$ cat config.mk
export PLATFORM = sky130hd
export DESIGN_NAME = mcp3008_reader
export DESIGN_NICKNAME = d
export VERILOG_FILES = /design/src/rtl/mcp3008_pkg.sv /design/src/rtl/mcp3008_reader_spi_clk_gen.sv /design/src/rtl/mcp3008_reader.sv
export SDC_FILE = /design/constraint.sdc
export NUM_CORES = 1
export LEC_CHECK = 0
export BUFFER_PORTS_ARGS = -buffer_cell sky130_fd_sc_hd__buf_4
export CAP_MARGIN = 20
export CORE_MARGIN = 2
export CORE_UTILIZATION = 34
export DETAILED_ROUTE_END_ITERATION = 7
export PLACE_DENSITY = 0.56
export SYNTH_ARGS = -nofsm -noshare
export SYNTH_HDL_FRONTEND = slang
export SYNTH_HIERARCHICAL = 1
export SYNTH_SLANG_ARGS = --single-unit
$ cat constraint.sdc
create_clock -name clk_50M -period 4.3 [get_ports clk_50M]
set_clock_uncertainty 0.15 [all_clocks]
set_input_delay 0.86 -clock clk_50M [delete_from_list [all_inputs] [get_ports clk_50M]]
set_output_delay 0.86 -clock clk_50M [all_outputs]
set_load 0.02 [all_outputs]
$ cat src/rtl/mcp3008_pkg.sv
// Shared types and frame constants for the MCP3008 SPI reader.
// MOSI frame helper: start bit, SGL/DIFF, D2..D0, then zeros.
package mcp3008_pkg;

  typedef enum logic [1:0] {
    ST_IDLE  = 2'd0,
    ST_SETUP = 2'd1,
    ST_SHIFT = 2'd2,
    ST_DONE  = 2'd3
  } state_t;

  localparam int MCP_FRAME_LEN = 17;
  localparam int MCP_NULL_EDGE = 7;
  localparam int MCP_DATA_W    = 10;
  localparam int MCP_CH_W      = 3;

  // Bit driven on DIN while SCLK period 'period' is active.
  function automatic logic mosi_bit(input logic [4:0] period, input logic sgl,
                                    input logic [MCP_CH_W-1:0] ch);
    logic b;
    b = 1'b0;
    case (period)
      5'd1:    b = 1'b1;
      5'd2:    b = sgl;
      5'd3:    b = ch[2];
      5'd4:    b = ch[1];
      5'd5:    b = ch[0];
      default: b = 1'b0;
    endcase
    return b;
  endfunction

endpackage

$ cat src/rtl/mcp3008_reader_spi_clk_gen.sv
// SCLK generator: CLK_DIV-cycle half periods while i_run is high, idling low.
// o_rise/o_fall flag the cycle in which SCLK is about to be driven high/low.
module spi_clk_gen #(
  parameter int unsigned CLK_DIV = 25
) (
  input  logic i_clk,
  input  logic i_rst_n,
  input  logic i_run,
  input  logic i_stop,
  output logic o_sclk,
  output logic o_rise,
  output logic o_fall
);

  localparam int DW = $clog2(CLK_DIV);

  logic [DW-1:0] r_cnt;
  logic          r_sclk;
  logic          w_tick;

  assign w_tick = i_run && (r_cnt == DW'(CLK_DIV - 1));
  assign o_rise = w_tick && !r_sclk;
  assign o_fall = w_tick && r_sclk;
  assign o_sclk = r_sclk;

  always_ff @(posedge i_clk or negedge i_rst_n) begin
    if (!i_rst_n) begin
      r_cnt  <= '0;
      r_sclk <= 1'b0;
    end else if (!i_run) begin
      r_cnt  <= '0;
      r_sclk <= 1'b0;
    end else if (w_tick) begin
      r_cnt  <= '0;
      // The closing low half of the frame ends without another rising edge.
      r_sclk <= r_sclk ? 1'b0 : !i_stop;
    end else begin
      r_cnt <= r_cnt + DW'(1);
    end
  end

endmodule

$ cat src/rtl/mcp3008_reader.sv
// MCP3008 SPI initiator: one conversion per accepted start, registered result.
// Define MCP3008_AUTOSCAN_EN to take the channel from an internal 0..7 scan counter.
module mcp3008_reader
  import mcp3008_pkg::*;
#(
  parameter int unsigned CLK_DIV = 25,
  parameter int unsigned CS_IDLE = 16
) (
  input  logic                  clk_50M,
  input  logic                  rst,
  input  logic                  start,
  input  logic [MCP_CH_W-1:0]   ch_sel,
  input  logic                  sgl_diff,
  input  logic                  spi_miso,
  output logic                  spi_sclk,
  output logic                  spi_cs_n,
  output logic                  spi_mosi,
  output logic [MCP_DATA_W-1:0] out_data,
  output logic [MCP_CH_W-1:0]   channel,
  output logic                  data_valid,
  output logic                  null_err,
  output logic                  busy
);

  localparam int CSW = $clog2(CS_IDLE + 1);

  state_t                r_state, w_next;
  logic [CSW-1:0]        r_cs_cnt;
  logic [4:0]            r_period;
  logic [MCP_DATA_W-1:0] r_shift;
  logic                  r_null;
  logic [MCP_CH_W-1:0]   r_ch;
  logic                  r_sgl;
  logic                  w_run, w_rise, w_fall, w_last, w_accept, w_done_entry;
  logic [MCP_CH_W-1:0]   w_ch_src;

`ifdef MCP3008_AUTOSCAN_EN
  logic [MCP_CH_W-1:0] r_scan;
  assign w_ch_src = r_scan;
  always_ff @(posedge clk_50M or negedge rst) begin
    if (!rst)              r_scan <= '0;
    else if (w_done_entry) r_scan <= r_scan + MCP_CH_W'(1);
  end
`else
  assign w_ch_src = ch_sel;
`endif

  assign w_run        = (r_state == ST_SETUP) || (r_state == ST_SHIFT);
  assign w_last       = (r_period == 5'(MCP_FRAME_LEN));
  assign w_accept     = (r_state == ST_IDLE) && start && (r_cs_cnt == '0);
  assign w_done_entry = (r_state == ST_SHIFT) && w_rise && w_last;

  spi_clk_gen #(.CLK_DIV(CLK_DIV)) u_clk_gen (
    .i_clk   (clk_50M),
    .i_rst_n (rst),
    .i_run   (w_run),
    .i_stop  (w_last),
    .o_sclk  (spi_sclk),
    .o_rise  (w_rise),
    .o_fall  (w_fall)
  );

  always_ff @(posedge clk_50M or negedge rst) begin
    if (!rst) r_state <= ST_IDLE;
    else      r_state <= w_next;
  end

  always_comb begin
    w_next = r_state;
    case (r_state)
      ST_IDLE:  if (w_accept) w_next = ST_SETUP;
      ST_SETUP: if (w_rise) w_next = ST_SHIFT;
      ST_SHIFT: if (w_rise && w_last) w_next = ST_DONE;
      ST_DONE:  w_next = ST_IDLE;
      default:  w_next = ST_IDLE;
    endcase
  end

  always_ff @(posedge clk_50M or negedge rst) begin
    if (!rst) begin
      r_cs_cnt   <= CSW'(CS_IDLE);
      r_period   <= '0;
      r_shift    <= '0;
      r_null     <= 1'b0;
      r_ch       <= '0;
      r_sgl      <= 1'b0;
      spi_cs_n   <= 1'b1;
      spi_mosi   <= 1'b0;
      out_data   <= '0;
      channel    <= '0;
      data_valid <= 1'b0;
      null_err   <= 1'b0;
      busy       <= 1'b0;
    end else begin
      data_valid <= 1'b0;
      null_err   <= 1'b0;
      if (!w_run && r_cs_cnt != '0) r_cs_cnt <= r_cs_cnt - CSW'(1);
      if (w_accept) begin
        r_ch     <= w_ch_src;
        r_sgl    <= sgl_diff;
        busy     <= 1'b1;
        spi_cs_n <= 1'b0;
        spi_mosi <= 1'b1;
      end
      if (w_fall) spi_mosi <= mosi_bit(r_period + 5'd1, r_sgl, r_ch);
      if (w_rise && !w_last) r_period <= r_period + 5'd1;
      // r_period holds the period before this rise, so edge n sees n-1.
      if (w_rise && r_state == ST_SHIFT) begin
        if (r_period == 5'(MCP_NULL_EDGE - 1))
          r_null <= spi_miso;
        else if (r_period >= 5'(MCP_NULL_EDGE) && !w_last)
          r_shift <= {r_shift[MCP_DATA_W-2:0], spi_miso};
      end
      if (w_done_entry) begin
        spi_cs_n <= 1'b1;
        spi_mosi <= 1'b0;
        busy     <= 1'b0;
        r_period <= '0;
        r_cs_cnt <= CSW'(CS_IDLE);
        if (!r_null) begin
          out_data   <= r_shift;
          channel    <= r_ch;
          data_valid <= 1'b1;
        end else begin
          null_err <= 1'b1;
        end
      end
    end
  end

endmodule
==> key figures <==
Run
  – Max Cap Viol: 0

Placed design
  – GPL Wtd Cong: 0.803
  – Detailed Place HPWL: a little over 3000 µm
  – Cell Area, Placed: 0.00278 mm²
  – PortBufs: 26
  – Setup WS pre-CTS: between 1.5 and 2 ns

Die
  – Die area: 0.00819 mm²
  – Starting density of the core: 35.1%
  – Core area: between 0.007 and 0.008 mm²
  – Die width: around 90 µm
  – Chip height: 90.5 µm
  – Row count: 31
  – Num ports: 27

Clock tree
  – Clk root buf: clkbuf_8
  – CTS H-tree lvls: 2
  – CTS Buf Count: 5
  – Post-CTS Hold Buffers: 0
  – CTS tree: built
  – Worst-Skew Late Latency: ~0.3 ns
  – CTS sink count: 51
  – Total setup buffers inserted after CTS: 0
  – Clock transition at path regs: 0.09 ns
  – Post-CTS sizing: 0
  – CTS max path bufs: 2

STA
  – Worst hold slack: 0.318 ns
  – Final period utilization: between 60% and 70%
  – Slew HR: 56.9%
  – Hold Fails Final Rpt: 0
  – Final TNS setup: 0 ns
  – Tightest Pin Transition: around 0.65 ns
  – RSZ-0062 raised after global routing: no
  – Fmax: 381 MHz
  – Setup ws final: 1.68 ns
  – Setup violators final: 0
  – Pins over their slew limit: 0
  – Fin crit period: 2.62 ns

Route
  – First-pass DRT Iterations: 4
  – Post-route ant nets: 0
  – Residual DRC: 0
  – Final WL: 4450 µm
  – Vias per cell: around 4.7
  – Starting DRT DRC Count: 57
  – Wire per inst: 13.8 µm
  – Vias post-DR: 1528

Yosys
  – Flops & latches, synth: 51
  – Ys flop type: dfrtp_1
  – Post-Synthesis Cells: 198
  – Synth Area per Inst: 12.8 µm²
  – Async S/R FF share, synth: 100%
  – YS warnings: 6
  – Number of flops mapped to enable cells by yosys: 0
  – Syn nets: 218
  – Post-synthesis cell area: 0.00254 mm²
  – Sequential share of the synthesized area: between 50% and 60%
  – Distinct cell type count after synthesis: 49

Worst setup path
  – CP cell instances: inv_1, ha_1, and4b_1, and3b_2, nand3_4, nor2_8, mux2_2
  – Arrival time worst endpoint: 2.67 ns
  – Crit-path max FO: 14
  – Reg2reg path depth: 7
  – Crit-path slowest cell: and4b_1
  – Kind of critical path: reg2reg
  – Element type at the critical path end: flop
  – Worst EP required: 4.34 ns
  – Slowest cell delay on critical path: 0.48 ns
  – CP startpoint kind: flop

Cells and area
  – Area Overhead vs Synth: 14.1%
  – Ant. Diodes: 0
  – Fin area: between 0.002 and 0.003 mm²
  – Final net count: 242
  – Share of layout cells above drive strength 1: 35.0%

Outcome
  – Run status: finished, final reports clean

Pwr
  – Pwr dens: between 400 and 500 mW/mm²
  – Static leakage: 0.00140 µW
  – Peak supply drop: 0.228 mV

Global route
  – Antenna violations before repair: 0
  – Global-route usage over all layers: a little under an eighth
  – First-pass GRT wire length: 7610 µm
  – Vias in the first global route: 1532
  – Largest net degree at the start of global routing: 52
  – Total grt overflow: 0

Worst hold path
  – Hold path depth: 2
  – Worst hold path class: reg2reg
==> area by class of cell <==
| cell class | count | area [µm²] |
|---|---|---|
| sequential | 51 | 1280 |
| clock buffer | 6 | 82.6 |
| clock inverter | 2 | 35.0 |
| timing repair buffer | 26 | 195 |
| multi-input combinational | 129 | 1150 |
| fill | 691 | 4350 |
| inverter | 9 | 33.8 |
| tap | 99 | 124 |
==> stage by stage <==
step                util (%)  std cells  power (µW)
floorplan                  -        198         765
global placement        38.4        314         829
detailed placement      38.4        314         836
CTS                     40.0        322        1190
global route            40.0        322        1240
finish                  40.0        322        1170
==> critical path: cells and delay by family, from the launching register on <==
kind / cells / cell delay (ns)
AND/OR/NAND/NOR: 4 / 1.37
multiplexers: 1 / 0.37
buffers and inverters: 1 / 0.07
adder cells (fa/ha/maj): 1 / 0.13
flip-flops: 1 / 0.42
==> state kept, by name, indices dropped and copies added, names as in the netlist <==
| name | flops |
|---|---|
| out_data | 10 |
| r_shift | 10 |
| r_cs_cnt | 5 |
| r_period | 5 |
| u_clk_gen/r_cnt | 5 |
| channel | 3 |
| r_ch | 3 |
| r_state | 2 |
| busy | 1 |
| data_valid | 1 |
| null_err | 1 |
| r_null | 1 |
| r_sgl | 1 |
| spi_cs_n | 1 |
| spi_mosi | 1 |
| u_clk_gen/o_sclk | 1 |
==> routing by layer <==
layer	global-route usage [%]	part of all wire [%]	vias to the layer above	wire length, µm
li1	-	-	746	-
met1	15.5	49	753	2190
met2	18.3	47	23	2080
met3	2.84	2.6	6	117
met4	4.23	1.5	0	65
met5	0	0	-	0
==> power by group <==
group | switching (µW) | leakage, µW | internal [µW]
Sequential | 36.2 | 0.000678 | 521
Clock | 159 | 0.0000612 | 188
Combinational | 151 | 0.000658 | 113
Total | 346 | 0.00140 | 823
==> synth_stat cells (2+ instances only) <==
library cell | count | share of area [%]
a221oi_1 | 2 | 0.69
inv_1 | 8 | 1.2
dfrtp_1 | 49 | 48
nand2b_1 | 2 | 0.49
nor3b_1 | 2 | 0.59
buf_6 | 3 | 1.3
and3_2 | 2 | 0.59
nand3_4 | 2 | 1.4
mux2_4 | 10 | 5.9
a21oi_1 | 5 | 0.98
xnor2_1 | 6 | 2.1
a31oi_1 | 3 | 0.74
nand3_1 | 3 | 0.59
mux2_2 | 15 | 6.6
and4_2 | 2 | 0.79
buf_2 | 5 | 0.98
nand4_1 | 2 | 0.49
ha_1 | 12 | 5.9
nor4_4 | 2 | 1.7
dfstp_2 | 2 | 2.1
a32o_1 | 2 | 0.79
nand2_1 | 19 | 2.8
nor2_1 | 10 | 1.5
o21ai_0 | 5 | 0.98
==> layout by cell type (no fill, tap or decap), types with 3 or more instances in the layout <==
cell type	n
nand3_1	3
clkbuf_8	6
ha_1	12
buf_4	26
mux2_2	15
a21oi_1	5
o21ai_0	5
xnor2_1	6
nand2_1	19
a31oi_1	3
nor2_1	10
dfrtp_1	49
inv_1	8
mux2_4	10
==> final timing paths <==
check / start / to / slack, ns
max: u_clk_gen/r_cnt[0] / out_data[6] / 1.68
min: spi_cs_n / spi_cs_n / 0.32
max reg2reg: u_clk_gen/r_cnt[0] / out_data[6] / 1.68
min reg2reg: spi_cs_n / spi_cs_n / 0.32
max in group asynchronous: rst / r_shift[3] / 3.14
min in group asynchronous: rst / u_clk_gen/r_cnt[4] / 0.42
==> logic make-up (layout without fill, tap and decap cells) <==
kind of cell             count (synthesis)  after routing  share of synthesized area, %
XOR/XNOR                                 7              7                          2.41
flip-flops                              51             51                          50.3
AND/OR/NAND/NOR                         60             60                          16.8
AO/OA/AOI/OAI                           24             24                          7.28
multiplexers                            26             26                          12.9
buffers and inverters                   18             43                          4.43
adder cells (fa/ha/maj)                 12             12                          5.90
(Power assumes the default switching activity.)
